**config.mk**
```make
export PLATFORM = sky130hd
export DESIGN_NAME = mbox_resp_flat
export DESIGN_NICKNAME = d
export VERILOG_FILES = /design/src/rtl/mbox_resp_if.sv /design/src/rtl/mbox_resp.sv /design/src/flat_wrapper.sv
export SDC_FILE = /design/constraint.sdc
export NUM_CORES = 1
export LEC_CHECK = 0
export ABC_AREA = 0
export CORE_MARGIN = 2
export CORE_UTILIZATION = 38
export CTS_CLUSTER_DIAMETER = 150
export CTS_CLUSTER_SIZE = 40
export DETAILED_ROUTE_END_ITERATION = 16
export GPL_TIMING_DRIVEN = 0
export PLACE_DENSITY_LB_ADDON = 0.05
export REMOVE_ABC_BUFFERS = 1
export SYNTH_ARGS = -nofsm -noshare
export SYNTH_HDL_FRONTEND = slang
export SYNTH_SLANG_ARGS = --single-unit
```
**constraint.sdc**
```tcl
create_clock -name clk -period 3.3 [get_ports clk]
set_input_delay 0.33 -clock clk [delete_from_list [all_inputs] [get_ports clk]]
set_output_delay 0.33 -clock clk [all_outputs]
set_load 0.02 [all_outputs]
```
**src/rtl/mbox_resp_if.sv**
```systemverilog
// EBOX <-> MBOX request/response signals plus the backing-store port.
// slave: the MBOX response block; master: the requester/memory side.
interface mbox_resp_if #(
  parameter int AW = 23
);
  // EBOX request side
  logic          MBOX_CYC_REQ;
  logic [AW-1:0] VMA;
  logic          LOAD_AR;
  logic          LOAD_ARX;
  logic          VMA_PAUSE;
  logic          VMA_WRITE;
  logic          VMA_ADR_ERR;
  logic [35:0]   MB_IN;
  // backing store
  logic          MEM_REQ;
  logic          MEM_WE;
  logic [AW-1:0] MEM_ADDR;
  logic [35:0]   MEM_WDATA;
  logic          MEM_ACK;
  logic [35:0]   MEM_RDATA;
  // response side
  logic          MBOX_RESP;
  logic          AR_LOAD;
  logic          ARX_LOAD;
  logic [35:0]   MB_OUT;
  logic          MB_WAIT;
  logic          PAGE_FAIL;
  logic          NXM;

  modport slave (
    input  MBOX_CYC_REQ, VMA, LOAD_AR, LOAD_ARX, VMA_PAUSE, VMA_WRITE,
           VMA_ADR_ERR, MB_IN, MEM_ACK, MEM_RDATA,
    output MEM_REQ, MEM_WE, MEM_ADDR, MEM_WDATA, MBOX_RESP, AR_LOAD,
           ARX_LOAD, MB_OUT, MB_WAIT, PAGE_FAIL, NXM
  );

  modport master (
    output MBOX_CYC_REQ, VMA, LOAD_AR, LOAD_ARX, VMA_PAUSE, VMA_WRITE,
           VMA_ADR_ERR, MB_IN, MEM_ACK, MEM_RDATA,
    input  MEM_REQ, MEM_WE, MEM_ADDR, MEM_WDATA, MBOX_RESP, AR_LOAD,
           ARX_LOAD, MB_OUT, MB_WAIT, PAGE_FAIL, NXM
  );
endinterface

```
**src/rtl/mbox_resp.sv**
```systemverilog
// MBOX response sequencer: accepts one EBOX memory cycle at a time, runs
// the backing-store handshake (read, write or read-pause-write), and
// returns a single-cycle MBOX_RESP with load/error strobes.
// All outputs are registered; MBOX_RESP appears the cycle after DONE, or
// on entry to PAUSED for the read half of a read-pause-write.
module mbox_resp #(
  parameter int MEM_TIMEOUT = 15,
  parameter int AW          = 23
) (
  input logic        clk,
  input logic        RESET,
  mbox_resp_if.slave bus
);

  typedef enum logic [2:0] {
    S_IDLE, S_RD, S_WR, S_PAUSED, S_RPW_WR, S_DONE
  } state_t;

  // what DONE has to report when it fires MBOX_RESP
  typedef enum logic [1:0] {
    K_BARE, K_LOAD, K_PF, K_NXM
  } kind_t;

  localparam logic [4:0] TO_LIM = 5'(MEM_TIMEOUT);

  state_t        state_q, state_d;
  kind_t         kind_q, kind_d;
  logic [3:0]    cnt_q, cnt_d;
  logic [AW-1:0] addr_q, addr_d;
  logic [35:0]   wdata_q, wdata_d;
  logic [35:0]   mb_out_q, mb_out_d;
  logic          ld_ar_q, ld_ar_d;
  logic          ld_arx_q, ld_arx_d;
  logic          rpw_q, rpw_d;
  logic          mem_req_q, mem_req_d;
  logic          mem_we_q, mem_we_d;
  logic          resp_q, resp_d;
  logic          ar_load_q, ar_load_d;
  logic          arx_load_q, arx_load_d;
  logic          mb_wait_q, mb_wait_d;
  logic          pf_q, pf_d;
  logic          nxm_q, nxm_d;

  logic ack, timeout, req_load;

  // an ack only counts while we are actually strobing memory
  assign ack      = bus.MEM_ACK & mem_req_q;
  // last allowed MEM_REQ cycle is the one where the count is about to hit the limit
  assign timeout  = mem_req_q & (({1'b0, cnt_q} + 5'd1) >= TO_LIM);
  assign req_load = bus.LOAD_AR | bus.LOAD_ARX;

  assign bus.MEM_REQ   = mem_req_q;
  assign bus.MEM_WE    = mem_we_q;
  assign bus.MEM_ADDR  = addr_q;
  assign bus.MEM_WDATA = wdata_q;
  assign bus.MBOX_RESP = resp_q;
  assign bus.AR_LOAD   = ar_load_q;
  assign bus.ARX_LOAD  = arx_load_q;
  assign bus.MB_OUT    = mb_out_q;
  assign bus.MB_WAIT   = mb_wait_q;
  assign bus.PAGE_FAIL = pf_q;
  assign bus.NXM       = nxm_q;

  // next-state, request latching and registered-output computation
  always_comb begin
    state_d    = state_q;
    kind_d     = kind_q;
    cnt_d      = mem_req_q ? cnt_q + 4'd1 : cnt_q;
    addr_d     = addr_q;
    wdata_d    = wdata_q;
    mb_out_d   = mb_out_q;
    ld_ar_d    = ld_ar_q;
    ld_arx_d   = ld_arx_q;
    rpw_d      = rpw_q;
    resp_d     = 1'b0;
    ar_load_d  = 1'b0;
    arx_load_d = 1'b0;
    pf_d       = 1'b0;
    nxm_d      = 1'b0;

    unique case (state_q)
      S_IDLE: begin
        if (bus.MBOX_CYC_REQ) begin
          addr_d   = bus.VMA;
          wdata_d  = bus.MB_IN;
          ld_ar_d  = bus.LOAD_AR;
          ld_arx_d = bus.LOAD_ARX;
          rpw_d    = 1'b0;
          if (bus.VMA_ADR_ERR) begin
            state_d = S_DONE;
            kind_d  = K_PF;
          end else if (req_load && bus.VMA_PAUSE && bus.VMA_WRITE) begin
            state_d = S_RD;
            rpw_d   = 1'b1;
          end else if (bus.VMA_WRITE) begin
            // a write that also asks for a load but no pause is treated as a write
            state_d = S_WR;
          end else if (req_load) begin
            state_d = S_RD;
          end else begin
            state_d = S_DONE;
            kind_d  = K_BARE;
          end
        end
      end

      S_RD: begin
        if (ack) begin
          mb_out_d = bus.MEM_RDATA;
          if (rpw_q) begin
            // read half of RPW responds right away, write half follows later
            state_d    = S_PAUSED;
            resp_d     = 1'b1;
            ar_load_d  = ld_ar_q;
            arx_load_d = ld_arx_q;
          end else begin
            state_d = S_DONE;
            kind_d  = K_LOAD;
          end
        end else if (timeout) begin
          state_d  = S_DONE;
          kind_d   = K_NXM;
          mb_out_d = '0;
        end
      end

      S_WR, S_RPW_WR: begin
        if (ack) begin
          state_d = S_DONE;
          kind_d  = K_BARE;
        end else if (timeout) begin
          state_d  = S_DONE;
          kind_d   = K_NXM;
          mb_out_d = '0;
        end
      end

      S_PAUSED: begin
        // only the write half is accepted; address stays from the read half
        if (bus.MBOX_CYC_REQ && bus.VMA_WRITE) begin
          wdata_d = bus.MB_IN;
          rpw_d   = 1'b0;
          state_d = S_RPW_WR;
        end
      end

      S_DONE: begin
        state_d    = S_IDLE;
        resp_d     = 1'b1;
        ar_load_d  = (kind_q == K_LOAD) & ld_ar_q;
        arx_load_d = (kind_q == K_LOAD) & ld_arx_q;
        pf_d       = (kind_q == K_PF);
        nxm_d      = (kind_q == K_NXM);
      end

      default: state_d = S_IDLE;
    endcase

    if (state_d != state_q) cnt_d = 4'd0;

    mem_req_d = (state_d == S_RD) || (state_d == S_WR) || (state_d == S_RPW_WR);
    mem_we_d  = (state_d == S_WR) || (state_d == S_RPW_WR);
    mb_wait_d = !((state_d == S_IDLE) || (state_d == S_PAUSED));
  end

  // state and output registers, cleared asynchronously by MR reset
  always_ff @(posedge clk or posedge RESET) begin
    if (RESET) begin
      state_q    <= S_IDLE;
      kind_q     <= K_BARE;
      cnt_q      <= 4'd0;
      addr_q     <= '0;
      wdata_q    <= '0;
      mb_out_q   <= '0;
      ld_ar_q    <= 1'b0;
      ld_arx_q   <= 1'b0;
      rpw_q      <= 1'b0;
      mem_req_q  <= 1'b0;
      mem_we_q   <= 1'b0;
      resp_q     <= 1'b0;
      ar_load_q  <= 1'b0;
      arx_load_q <= 1'b0;
      mb_wait_q  <= 1'b0;
      pf_q       <= 1'b0;
      nxm_q      <= 1'b0;
    end else begin
      state_q    <= state_d;
      kind_q     <= kind_d;
      cnt_q      <= cnt_d;
      addr_q     <= addr_d;
      wdata_q    <= wdata_d;
      mb_out_q   <= mb_out_d;
      ld_ar_q    <= ld_ar_d;
      ld_arx_q   <= ld_arx_d;
      rpw_q      <= rpw_d;
      mem_req_q  <= mem_req_d;
      mem_we_q   <= mem_we_d;
      resp_q     <= resp_d;
      ar_load_q  <= ar_load_d;
      arx_load_q <= arx_load_d;
      mb_wait_q  <= mb_wait_d;
      pf_q       <= pf_d;
      nxm_q      <= nxm_d;
    end
  end

endmodule

```
**src/flat_wrapper.sv**
```systemverilog
// flat-port wrapper written by rule: the top's interface ports become plain ports
module mbox_resp_flat 
#(
  parameter int MEM_TIMEOUT = 15,
  parameter int AW          = 23
)
  (clk, RESET, bus_MBOX_CYC_REQ, bus_VMA, bus_LOAD_AR, bus_LOAD_ARX, bus_VMA_PAUSE, bus_VMA_WRITE, bus_VMA_ADR_ERR, bus_MB_IN, bus_MEM_ACK, bus_MEM_RDATA, bus_MEM_REQ, bus_MEM_WE, bus_MEM_ADDR, bus_MEM_WDATA, bus_MBOX_RESP, bus_AR_LOAD, bus_ARX_LOAD, bus_MB_OUT, bus_MB_WAIT, bus_PAGE_FAIL, bus_NXM);
  mbox_resp_if #(.AW(AW)) bus_i ();
  input logic clk;
  input logic RESET;
  input wire logic [$bits(bus_i.MBOX_CYC_REQ)-1:0] bus_MBOX_CYC_REQ;
  input wire logic [$bits(bus_i.VMA)-1:0] bus_VMA;
  input wire logic [$bits(bus_i.LOAD_AR)-1:0] bus_LOAD_AR;
  input wire logic [$bits(bus_i.LOAD_ARX)-1:0] bus_LOAD_ARX;
  input wire logic [$bits(bus_i.VMA_PAUSE)-1:0] bus_VMA_PAUSE;
  input wire logic [$bits(bus_i.VMA_WRITE)-1:0] bus_VMA_WRITE;
  input wire logic [$bits(bus_i.VMA_ADR_ERR)-1:0] bus_VMA_ADR_ERR;
  input wire logic [$bits(bus_i.MB_IN)-1:0] bus_MB_IN;
  input wire logic [$bits(bus_i.MEM_ACK)-1:0] bus_MEM_ACK;
  input wire logic [$bits(bus_i.MEM_RDATA)-1:0] bus_MEM_RDATA;
  output wire logic [$bits(bus_i.MEM_REQ)-1:0] bus_MEM_REQ;
  output wire logic [$bits(bus_i.MEM_WE)-1:0] bus_MEM_WE;
  output wire logic [$bits(bus_i.MEM_ADDR)-1:0] bus_MEM_ADDR;
  output wire logic [$bits(bus_i.MEM_WDATA)-1:0] bus_MEM_WDATA;
  output wire logic [$bits(bus_i.MBOX_RESP)-1:0] bus_MBOX_RESP;
  output wire logic [$bits(bus_i.AR_LOAD)-1:0] bus_AR_LOAD;
  output wire logic [$bits(bus_i.ARX_LOAD)-1:0] bus_ARX_LOAD;
  output wire logic [$bits(bus_i.MB_OUT)-1:0] bus_MB_OUT;
  output wire logic [$bits(bus_i.MB_WAIT)-1:0] bus_MB_WAIT;
  output wire logic [$bits(bus_i.PAGE_FAIL)-1:0] bus_PAGE_FAIL;
  output wire logic [$bits(bus_i.NXM)-1:0] bus_NXM;
  assign bus_i.MBOX_CYC_REQ = bus_MBOX_CYC_REQ;
  assign bus_i.VMA = bus_VMA;
  assign bus_i.LOAD_AR = bus_LOAD_AR;
  assign bus_i.LOAD_ARX = bus_LOAD_ARX;
  assign bus_i.VMA_PAUSE = bus_VMA_PAUSE;
  assign bus_i.VMA_WRITE = bus_VMA_WRITE;
  assign bus_i.VMA_ADR_ERR = bus_VMA_ADR_ERR;
  assign bus_i.MB_IN = bus_MB_IN;
  assign bus_i.MEM_ACK = bus_MEM_ACK;
  assign bus_i.MEM_RDATA = bus_MEM_RDATA;
  assign bus_MEM_REQ = bus_i.MEM_REQ;
  assign bus_MEM_WE = bus_i.MEM_WE;
  assign bus_MEM_ADDR = bus_i.MEM_ADDR;
  assign bus_MEM_WDATA = bus_i.MEM_WDATA;
  assign bus_MBOX_RESP = bus_i.MBOX_RESP;
  assign bus_AR_LOAD = bus_i.AR_LOAD;
  assign bus_ARX_LOAD = bus_i.ARX_LOAD;
  assign bus_MB_OUT = bus_i.MB_OUT;
  assign bus_MB_WAIT = bus_i.MB_WAIT;
  assign bus_PAGE_FAIL = bus_i.PAGE_FAIL;
  assign bus_NXM = bus_i.NXM;
  mbox_resp #(.MEM_TIMEOUT(MEM_TIMEOUT), .AW(AW)) u_core (.clk(clk), .RESET(RESET), .bus(bus_i));
endmodule
```
==> summary.md, run 1 <==
| Metric | Value |
|---|---|
| Status | `finished clean` |
| Max Cap Viol | `0` |
| CTS buffer count | `17` |
| Via count | `3682` |
| Mapped Cells | `350` |
| Measured slew at the worst slew-check pin | `0.859 ns` |
| Critical path launch point type | `flop` |
| DP Area | `7020 sq um` |
| Synth warn | `0` |
| GR Overflow Total | `0` |
| CTS tree | `done` |
| Clock Tree Root | `clkbuf_16` |
| I/O Buffers | `206` |
| Inserted Diodes | `0` |
| GR Util All Layers | `19.2%` |
| Drt pass-1 iters | `4` |
| CTS sink cnt | `115` |
| Max-slew violations | `0` |
| Period utilization | `84.2%` |
| Final HPWL from detailed placement | `8830 um` |
| Clk Latency, worst-skew pair | `0.42 ns` |
| Full die area | `13500 sq um` |
| Peak VDD IR | `0.000513 V` |
| Layout area overhead | `60.1%` |
| WHS | `0.237 ns` |
| Critical Path AT | `3.07 ns` |
| Initial antenna violation count | `0` |
| Sequential area share after synthesis | `60.2%` |
| Wirelength per Cell | `16.8 um` |
| Clk slew on worst S/H paths | `0.05 ns` |
| Crit path kind | `reg -> reg` |
| # rows | `40` |
| Synth Register Bits | `115` |
| Post-synth top flop | `dfrtp_1` |
| CP Data Required Time | `3.59 ns` |
| Die height | `116 um` |
| Reg2reg end | `u_core.bus.MB_OUT[8]` |
| Core outline area | `12200 sq um` |
| Routability congestion estimate | `0.841` |
| Final ANT Viol Nets | `0` |
| Fin. Hold Viols | `0` |
| Reg2Reg Depth | `6` |
| Post-route cell area | `7650 sq um` |
| Routed WL | `12400 um` |
| P per Cell Area | `1100 nW/um^2` |
| Largest net degree at the start of global routing | `91` |
| Unique masters post-synth | `50` |
| Peak Freq | `360 MHz` |
| Die Wd | `116 um` |
| Area of the mapped netlist | `4780 sq um` |
| Setup Fix Bufs, Post-CTS | `0` |
| R2r setup slk | `0.52 ns` |
| Crit-path max FO | `36` |
| Post-synth EDFFs | `0` |
| Clock skew | `0.00647 ns` |
| Fraction of layout cells with a size suffix above 1 | `19.3%` |
| # IOs | `207` |
| Leakage power | `3.26 nW` |
| Async set-reset flop share out of synthesis | `100%` |
| H-tree Lvls | `4` |
| Termination of the worst setup path | `u_core.bus.MB_OUT[8]` |
| HP Class | `in -> async` |
| Vias in the first global route | `3753` |
| Finish-stage setup viols | `0` |
| Vias/cell | `4.98` |
| Global-route wire length before repair | `19400 um` |
| Hold buffer count at cts | `0` |
| Nets | `664` |
| Crit path from | `u_core.cnt_q[0]` |
| Number of DRC markers in iteration 0 | `192` |
| Syn_area_per_cell | `13.6 sq um` |
| Worst Setup End Kind | `flop` |
| Final Util | `62.9%` |
| Maximum clock path buffer count | `2` |
| Drt drc | `0` |
| Starting density of the core | `39.3%` |
| Tmin final | `2.78 ns` |
| RR Startpoint | `u_core.cnt_q[0]` |
| RSZ-0062 raised after global routing | `no` |
| Post-cts resize count | `0` |
| Relative slew slack | `42.7%` |
==> Yosys cell counts, types with 3 or more instances <==
library cell	count	area [sq um]
a21oi_1	9	45.0
a22o_1	37	324
a31oi_1	3	18.8
and2_1	4	25.0
and3_1	6	37.5
buf_2	11	55.1
clkbuf_1	4	15.0
dfrtp_1	115	2880
inv_1	9	33.8
mux2_2	62	698
nand2_1	8	30.0
nand2b_1	3	18.8
nand3_1	9	45.0
nor2_1	5	18.8
nor2b_1	3	18.8
nor3_1	4	20.0
o21ai_0	10	50.1
xnor2_1	3	26.3
==> area by class of cell <==
| cell class | count | area [sq um] |
|---|---|---|
| Multi-Input combinational cell | 205 | 1770 |
| Tap cell | 168 | 210 |
| Clock inverter | 10 | 128 |
| Inverter | 10 | 42.5 |
| Timing Repair Buffer | 209 | 2130 |
| Sequential cell | 115 | 2880 |
| Fill cell | 977 | 4520 |
| Clock buffer | 22 | 494 |
==> critical path: stages, from the launching register on <==
cell and delay (ns):
dfrtp_1 0.42, inv_1 0.06, ha_1 0.31, o21ba_2 0.21, o21ai_0 0.50, nand3_2 0.73
a22o_1 0.42
==> how the worst min path moves through the flow <==
stage / from / endpoint / slack [ns] / cells past startpoint
floorplan: u_core.kind_q[0] / u_core.bus.PAGE_FAIL / 0.43 / 1
finish: RESET / u_core.bus.MEM_WDATA[28] / 0.24 / 2
CTS: RESET / u_core.bus.MEM_WDATA[28] / 0.24 / 2
detailed placement: u_core.kind_q[0] / u_core.bus.PAGE_FAIL / 0.47 / 1
global placement: u_core.kind_q[0] / u_core.bus.PAGE_FAIL / 0.47 / 1
global route: RESET / u_core.bus.MEM_WDATA[28] / 0.25 / 2
==> metal layers <==
metal	share of wire (%)	wire length (um)	track usage, %
met1	40	4920	22.0
met2	49	6060	31.0
met3	9.8	1220	8.46
met4	1.8	227	9.05
met5	0	0	0
==> sequential cells by signal (all words and copies together), names as in the netlist, 2 cells and up <==
name	count
u_core.bus.MB_OUT	36
u_core.bus.MEM_WDATA	36
u_core.cnt_q	4
u_core.bus.MEM_ADDR	23
u_core.state_q	3
u_core.kind_q	2
==> power breakdown <==
part / internal [mW] / switching, mW / leakage (nW)
clock: 1.28 / 0.624 / 0.311
combinational: 2.07 / 1.82 / 1.56
sequential: 2.11 / 0.491 / 1.39
==> cells in the final DEF, fill, tap and decap left out, types with 5 or more instances in the layout <==
master	Yosys	layout
dfrtp_1	115	115
and3_1	6	5
o21ai_0	10	10
clkdlybuf4s50_1	0	206
clkinv_2	0	6
a21oi_1	9	9
nor2_1	5	5
mux2_2	62	62
nand2_1	8	8
a22o_1	37	37
clkbuf_8	0	5
inv_1	9	8
nand3_1	9	9
clkbuf_16	0	17
==> per-stage QoR <==
| stage | std cells | setup WS, ns | power [mW] | setup TNS (ns) |
|---|---|---|---|---|
| after detailed placement | 707 | 0.513 | 6.53 | 0 |
| final | 739 | 0.522 | 8.39 | 0 |
| after floorplan | 330 | -0.0741 | 4.68 | -8.52 |
| after global placement | 704 | -1.77 | 6.41 | -203.27 |
| after global routing | 739 | 0.235 | 8.86 | 0 |
| after CTS | 739 | 0.546 | 8.48 | 0 |
==> cell families (layout without fill, tap and decap cells) <==
| group | count (synthesis) | count (layout) | synth area share (%) |
|---|---|---|---|
| simple gates | 55 | 55 | 7.15 |
| flops | 115 | 115 | 60.2 |
| compound gates | 80 | 80 | 13.4 |
| xor+xnor | 4 | 4 | 0.734 |
| fa+ha+maj | 2 | 2 | 0.524 |
| buf+inv | 30 | 251 | 2.96 |
| mux | 64 | 64 | 15.0 |
No activity file was read; power rests on OpenSTA's default activity.
==> run 2: changes to the inputs <==
--- a/config.mk
+++ b/config.mk
@@ -7,7 +7,7 @@
 export LEC_CHECK = 0
 export ABC_AREA = 0
 export CORE_MARGIN = 2
-export CORE_UTILIZATION = 38
+export CORE_UTILIZATION = 42
 export CTS_CLUSTER_DIAMETER = 150
 export CTS_CLUSTER_SIZE = 40
 export DETAILED_ROUTE_END_ITERATION = 16
==> constraint.sdc (replaced) <==
create_clock -name clk -period 2.7 [get_ports clk]
set_input_delay 0.27 -clock clk [delete_from_list [all_inputs] [get_ports clk]]
set_output_delay 0.27 -clock clk [all_outputs]
set_load 0.02 [all_outputs]
==> run 2 against run 1 <==
Effect of this change:
- sequential cell count did not move
- combinational power grew 23%
- count of clock-buffer cells in the layout rose by 2
- critical path depth is the same
- hold slack better by 0.089 ns
- largest power group unchanged
==> summary.md, run 2 (synthesis gave the netlist of run 1 again) <==
| Metric | Value |
|---|---|
| Vias in the first global route | `3883 (was 3753)` |
| Fin. Hold Viols | `0 (unchanged)` |
| Fill cells | `803 (was 977)` |
| Relative slew slack | `45.6% (was 42.7%)` |
| Global-route wire length before repair | `20100 um (was 19400 um)` |
| Critical Path AT | `2.77 ns (was 3.07 ns)` |
| # IOs | `207 (unchanged)` |
| Die height | `111 um (was 116 um)` |
| Worst Path Buf+Inv | `1 (unchanged)` |
| Routed WL | `12300 um (was 12400 um)` |
| Nets | `665 (was 664)` |
| CP Data Required Time | `2.98 ns (was 3.59 ns)` |
| Crit-path max FO | `36 (unchanged)` |
| Initial antenna violation count | `0 (unchanged)` |
| DP Area | `7010 sq um (was 7020 sq um)` |
| Commonest non-fill, non-tap cell in the layout | `clkdlybuf4s50_1 (unchanged)` |
| Die Wd | `111 um (was 116 um)` |
| Inserted Diodes | `0 (unchanged)` |
| Layout area overhead | `60.4% (was 60.1%)` |
| Starting density of the core | `43.5% (was 39.3%)` |
| Period utilization | `92.1% (was 84.2%)` |
| Worst Setup End Kind | `flop (unchanged)` |
| CTS buffer count | `17 (unchanged)` |
| Commonest non-fill, non-tap cells in the layout | `clkdlybuf4s50_1, dfrtp_1, mux2_2 (unchanged)` |
| CTS sink cnt | `115 (unchanged)` |
| P per Cell Area | `1360 nW/um^2 (was 1100 nW/um^2)` |
| GR Util All Layers | `20.8% (was 19.2%)` |
| # rows | `38 (was 40)` |
| Post-route cell area | `7660 sq um (was 7650 sq um)` |
| Slowest stage delay, CP | `0.55 ns (was 0.73 ns)` |
| Maximum clock path buffer count | `2 (unchanged)` |
| Finish-stage setup viols | `0 (unchanged)` |
| Status | `finished clean (unchanged)` |
| Final ANT Viol Nets | `0 (unchanged)` |
| Max Cap Viol | `0 (unchanged)` |
| Peak Freq | `402 MHz (was 360 MHz)` |
| Final HPWL from detailed placement | `8810 um (was 8830 um)` |
| Max-slew violations | `0 (unchanged)` |
| Placed cells | `680 (was 707)` |
| H-tree Lvls | `4 (unchanged)` |
| CP Cell Sequence | `inv_1 -> ha_1 -> o21ba_2 -> o21ai_0 -> nand3_4 -> a22o_1 (was inv_1 -> ha_1 -> o21ba_2 -> o21ai_0 -> nand3_2 -> a22o_1)` |
| Clk slew on worst S/H paths | `0.05 ns (about the same)` |
| Critical path launch point type | `flop (unchanged)` |
| Area of the multi-input gates | `1770 sq um (about the same)` |
| Full die area | `12200 sq um (was 13500 sq um)` |
| Hold buffer count at cts | `0 (unchanged)` |
| Via count | `3694 (was 3682)` |
| Worst path top cell family by delay | `compound AO/OA/AOI/OAI gates (unchanged)` |
| Core outline area | `11000 sq um (was 12200 sq um)` |
| Register area | `2880 sq um (unchanged)` |
| Drt pass-1 iters | `4 (unchanged)` |
| Fraction of layout cells with a size suffix above 1 | `19.1% (was 19.3%)` |
| Vias/cell | `5.19 (was 4.98)` |
| Peak VDD IR | `0.000691 V (was 0.000513 V)` |
| Fin cells | `712 (was 739)` |
| Leakage power | `3.28 nW (was 3.26 nW)` |
| RSZ-0062 raised after global routing | `no (unchanged)` |
| Clk Latency, worst-skew pair | `0.40 ns (was 0.42 ns)` |
| Largest net degree at the start of global routing | `67 (was 91)` |
| Number of DRC markers in iteration 0 | `118 (was 192)` |
| CTS tree | `done (unchanged)` |
| Clock Tree Root | `clkbuf_16 (unchanged)` |
| Wirelength per Cell | `17.3 um (was 16.8 um)` |
| Measured slew at the worst slew-check pin | `0.816 ns (was 0.859 ns)` |
| Reg2Reg Depth | `6 (unchanged)` |
| Routability congestion estimate | `0.853 (was 0.841)` |
| Tmin final | `2.49 ns (was 2.78 ns)` |
| Crit path kind | `reg -> reg (unchanged)` |
| Drt drc | `0 (unchanged)` |
| Clock skew | `0.00886 ns (was 0.00647 ns)` |
| GR Overflow Total | `0 (unchanged)` |
| Crit-path slowest cell | `o21ai_0 (was nand3_2)` |
| CP Depth | `6 (unchanged)` |
| I/O Buffers | `206 (unchanged)` |
| HP Class | `in -> async (unchanged)` |
## run 2: cell types whose count changed in the layout (fill, tap and decap cells not counted), sizes merged
| cell | delta |
|---|---|
| buf | +1 |
| clkbuf | +2 |
| clkinv | -3 |
| bufinv | +1 |
## run 2: stage by stage
stage | setup slack [ns] | hold slack [ns] | TNS [ns] | utilization, % | total power, mW
2_1_floorplan | -0.614 | 0.410 | -70.62 | - | 5.73
3_3_place_gp | -2.23 | 0.464 | -292.28 | 62.9 | 7.83
3_5_place_dp | 0.00517 | 0.476 | 0 | 63.8 | 8.00
4_1_cts | 0.226 | 0.334 | 0 | 69.8 | 10.5
5_1_grt | 0.0381 | 0.382 | 0 | 69.8 | 10.9
6_report | 0.213 | 0.327 | 0 | 69.8 | 10.4
## run 2: path summary, 6_finish.rpt
| kind | startpoint | endpoint | slack, ns |
|---|---|---|---|
| hold / removal | RESET | u_core.bus.MEM_ADDR[11] | 0.33 |
| hold reg to reg | u_core.kind_q[0] | u_core.bus.PAGE_FAIL | 0.49 |
| max in group asynchronous | RESET | u_core.cnt_q[0] | 1.64 |
| min in group clk | bus_MEM_RDATA[26] | u_core.bus.MB_OUT[26] | 0.48 |
| setup reg to reg | u_core.cnt_q[0] | u_core.bus.MB_OUT[27] | 0.21 |
| setup / recovery | u_core.cnt_q[0] | u_core.bus.MB_OUT[27] | 0.21 |
## run 2: routing by layer
layer	up-vias	global-route usage, %	routed length [um]
li1	1715	-	-
met1	1820	24.7	4810
met2	138	33.2	6120
met3	21	8.69	1110
met4	0	8.92	278
met5	-	0	0
## run 2: area by class of cell
type,count,area share (%)
Clock buffer,24,6.55
Inverter,10,0.523
Timing Repair Buffer,210,28.0
Tap cell,140,2.29
Multi-Input combinational cell,205,23.1
Sequential cell,115,37.6
Clock inverter,8,1.91
## run 2: timing repair
action                     in CTS  in global routing
setup endpoints to repair       1                  0
resized for setup               1                  0
buffers inserted                0                  0
## run 2: power breakdown
group / internal, mW / leakage [nW] / switching, mW
logic: 2.54 / 1.57 / 2.24
clock network: 1.67 / 0.316 / 0.749
registers: 2.58 / 1.39 / 0.607
==> run 3: changes to the inputs <==
--- a/config.mk
+++ b/config.mk
@@ -6,6 +6,7 @@
 export NUM_CORES = 1
 export LEC_CHECK = 0
 export ABC_AREA = 0
+export ABC_CLOCK_PERIOD_IN_PS = 2700
 export CORE_MARGIN = 2
 export CORE_UTILIZATION = 42
 export CTS_CLUSTER_DIAMETER = 150
@@ -14,6 +15,7 @@
 export GPL_TIMING_DRIVEN = 0
 export PLACE_DENSITY_LB_ADDON = 0.05
 export REMOVE_ABC_BUFFERS = 1
+export SLEW_MARGIN = 20
 export SYNTH_ARGS = -nofsm -noshare
 export SYNTH_HDL_FRONTEND = slang
 export SYNTH_SLANG_ARGS = --single-unit
==> run 3 against run 2 <==
Effect of this change:
- critical path depth is the same
- clock skew shrank 0.0020 ns
- core utilization shrank 0.56 points
- critical path type unchanged
- clock power shrank 11%
- sequential share of layout area grew 0.30 points
- sequential cell count is the same
==> summary.md, run 3 (synthesis gave the netlist of run 1 again) <==
| Metric | Value |
|---|---|
| Status | `finished clean (unchanged)` |
| Measured slew at the worst slew-check pin | `0.769 ns (was 0.816 ns)` |
| HP Class | `in -> async (unchanged)` |
| Termination of the worst setup path | `u_core.bus.MB_OUT[20] (was u_core.bus.MB_OUT[27])` |
| Nets | `666 (was 665)` |
| Post-route cell area | `7600 sq um (was 7660 sq um)` |
| Routed WL | `12300 um (about the same)` |
| RR Startpoint | `u_core.cnt_q[0] (unchanged)` |
| Hold buffer count at cts | `0 (unchanged)` |
| GR Overflow Total | `0 (unchanged)` |
| Max Cap Viol | `0 (unchanged)` |
| Clk slew on worst S/H paths | `0.05 ns (about the same)` |
| CTS buffer count | `17 (unchanged)` |
| Clock power share | `21.3% (was 23.3%)` |
| H-tree Lvls | `4 (unchanged)` |
| Max-slew violations | `0 (unchanged)` |
| Placed cells | `681 (was 680)` |
| Pint | `6.55 mW (was 6.79 mW)` |
| Wirelength per Cell | `17.3 um (about the same)` |
| Sequential Power Share | `31.5% (was 30.7%)` |
| P per Cell Area | `1330 nW/um^2 (was 1360 nW/um^2)` |
| Tmin final | `2.47 ns (was 2.49 ns)` |
| # IOs | `207 (unchanged)` |
| Setup Fix Bufs, Post-CTS | `0 (unchanged)` |
| Layout area overhead | `59.1% (was 60.4%)` |
| Die height | `111 um (unchanged)` |
| Relative slew slack | `48.7% (was 45.6%)` |
| Sw Ratio | `35.3% (was 34.6%)` |
| Die Wd | `111 um (unchanged)` |
| R2r setup slk | `0.23 ns (was 0.21 ns)` |
| Starting density of the core | `43.5% (unchanged)` |
| Initial antenna violation count | `0 (unchanged)` |
| Peak VDD IR | `0.000638 V (was 0.000691 V)` |
| Fill cells | `830 (was 803)` |
| Drt drc | `0 (unchanged)` |
| Worst Setup End Kind | `flop (unchanged)` |
| DP Area | `7020 sq um (was 7010 sq um)` |
| Maximum clock path buffer count | `2 (unchanged)` |
| Fraction of layout cells with a size suffix above 1 | `19.1% (unchanged)` |
| Leakage power | `3.25 nW (was 3.28 nW)` |
| Clk Latency, worst-skew pair | `0.40 ns (about the same)` |
| I/O Buffers | `206 (unchanged)` |
| Clock skew | `0.00687 ns (was 0.00886 ns)` |
| Peak Freq | `405 MHz (was 402 MHz)` |
| RSZ-0062 raised after global routing | `no (unchanged)` |
| Crit-path max FO | `36 (unchanged)` |
| Routability congestion estimate | `0.853 (unchanged)` |
| Final ANT Viol Nets | `0 (unchanged)` |
| Inserted Diodes | `0 (unchanged)` |
| Number of DRC markers in iteration 0 | `135 (was 118)` |
| Global-route wire length before repair | `19600 um (was 20100 um)` |
| # rows | `38 (unchanged)` |
| Largest net degree at the start of global routing | `66 (was 67)` |
| CTS sink cnt | `115 (unchanged)` |
| Commonest non-fill, non-tap cell in the layout | `clkdlybuf4s50_1 (unchanged)` |
| Crit path kind | `reg -> reg (unchanged)` |
| Clock Tree Root | `clkbuf_16 (unchanged)` |
| Vias/cell | `5.16 (was 5.19)` |
| Finish-stage setup viols | `0 (unchanged)` |
| Vias in the first global route | `3886 (was 3883)` |
| CTS tree | `done (unchanged)` |
| Commonest non-fill, non-tap cells in the layout | `clkdlybuf4s50_1, dfrtp_1, mux2_2 (unchanged)` |
| Core outline area | `11000 sq um (unchanged)` |
| Full die area | `12200 sq um (unchanged)` |
| GR Util All Layers | `20.3% (was 20.8%)` |
| Via count | `3672 (was 3694)` |
| Reg2Reg Depth | `6 (unchanged)` |
| Period utilization | `91.5% (was 92.1%)` |
| Pwr Total | `10.1 mW (was 10.4 mW)` |
| Fin. Hold Viols | `0 (unchanged)` |
| Critical path launch point type | `flop (unchanged)` |
| Drt pass-1 iters | `4 (unchanged)` |
| Comb pwr share | `47.2% (was 46.0%)` |
| Fin cells | `712 (unchanged)` |
| Crit path from | `u_core.cnt_q[0] (unchanged)` |
| Net Switching | `3.58 mW (was 3.60 mW)` |
| Reg2reg end | `u_core.bus.MB_OUT[20] (was u_core.bus.MB_OUT[27])` |
| Final HPWL from detailed placement | `9010 um (was 8810 um)` |
| CP Data Required Time | `2.98 ns (about the same)` |
| Critical Path AT | `2.75 ns (was 2.77 ns)` |
## run 3: cell count changes in the layout (fill, tap and decap cells not counted), sizes merged
cell and delta:
clkinv +4, clkbuf -5, bufinv -1, clkinvlp +1
buf +1
## run 3: worst max-delay path: stages, from the launching register on
cell and delay [ns]:
dfrtp_1 0.41, inv_1 0.07, ha_1 0.31, o21ba_2 0.21
o21ai_0 0.54, nand3_4 0.48, a22o_1 0.33
## run 3: worst min path at each step
stage	end	from	slack (ns)
finish	u_core.bus.MEM_ADDR[7]	RESET	0.29
global route	u_core.bus.MEM_ADDR[3]	RESET	0.31
CTS	u_core.bus.MEM_ADDR[19]	RESET	0.29
detailed placement	u_core.bus.PAGE_FAIL	u_core.kind_q[0]	0.47
global placement	u_core.bus.PAGE_FAIL	u_core.kind_q[0]	0.46
floorplan	u_core.bus.MB_OUT[0]	bus_MEM_RDATA[0]	0.41
## run 3: through the flow
stage	utilization [%]	hold slack, ns	setup slack (ns)	setup TNS, ns
3_3_place_gp	62.9	0.464	-2.23	-292.28
4_1_cts	69.2	0.290	0.228	0
2_1_floorplan	-	0.410	-0.614	-70.62
6_report	69.2	0.286	0.229	0
5_1_grt	69.2	0.313	0.0549	0
3_5_place_dp	63.9	0.471	0.0242	0
## run 3: what timing repair did
item / 4_1_cts / 5_1_grt
resized for setup: 1 / 0
endpoints found under the hold margin: 0 / 0
setup endpoints to repair: 1 / 0
## run 3: routing by layer
metal | global-route usage, % | wire length [um]
met5 | 0 | 0
met4 | 8.50 | 223
met3 | 9.19 | 1160
met2 | 33.7 | 6220
met1 | 22.8 | 4710
## run 3: layout make-up
class | count | area, sq um | share of cell area, %
timing repair buffer | 211 | 2160 | 28.4
sequential | 115 | 2880 | 37.9
multi-input combinational | 205 | 1770 | 23.3
inverter | 10 | 42.5 | 0.560
tap | 140 | 175 | 2.30
clock inverter | 12 | 140 | 1.84
clock buffer | 19 | 433 | 5.70
## run 3: power by group through the flow
| stage | combinational, mW | sequential (mW) | clock (mW) |
|---|---|---|---|
| after global placement | 4.68 | 3.16 | 0 |
| after global routing | 5.09 | 3.31 | 2.28 |
| after detailed placement | 4.83 | 3.18 | 0 |
| final | 4.79 | 3.19 | 2.16 |
| after floorplan | 1.68 | 4.05 | 0 |
| after CTS | 4.85 | 3.19 | 2.21 |
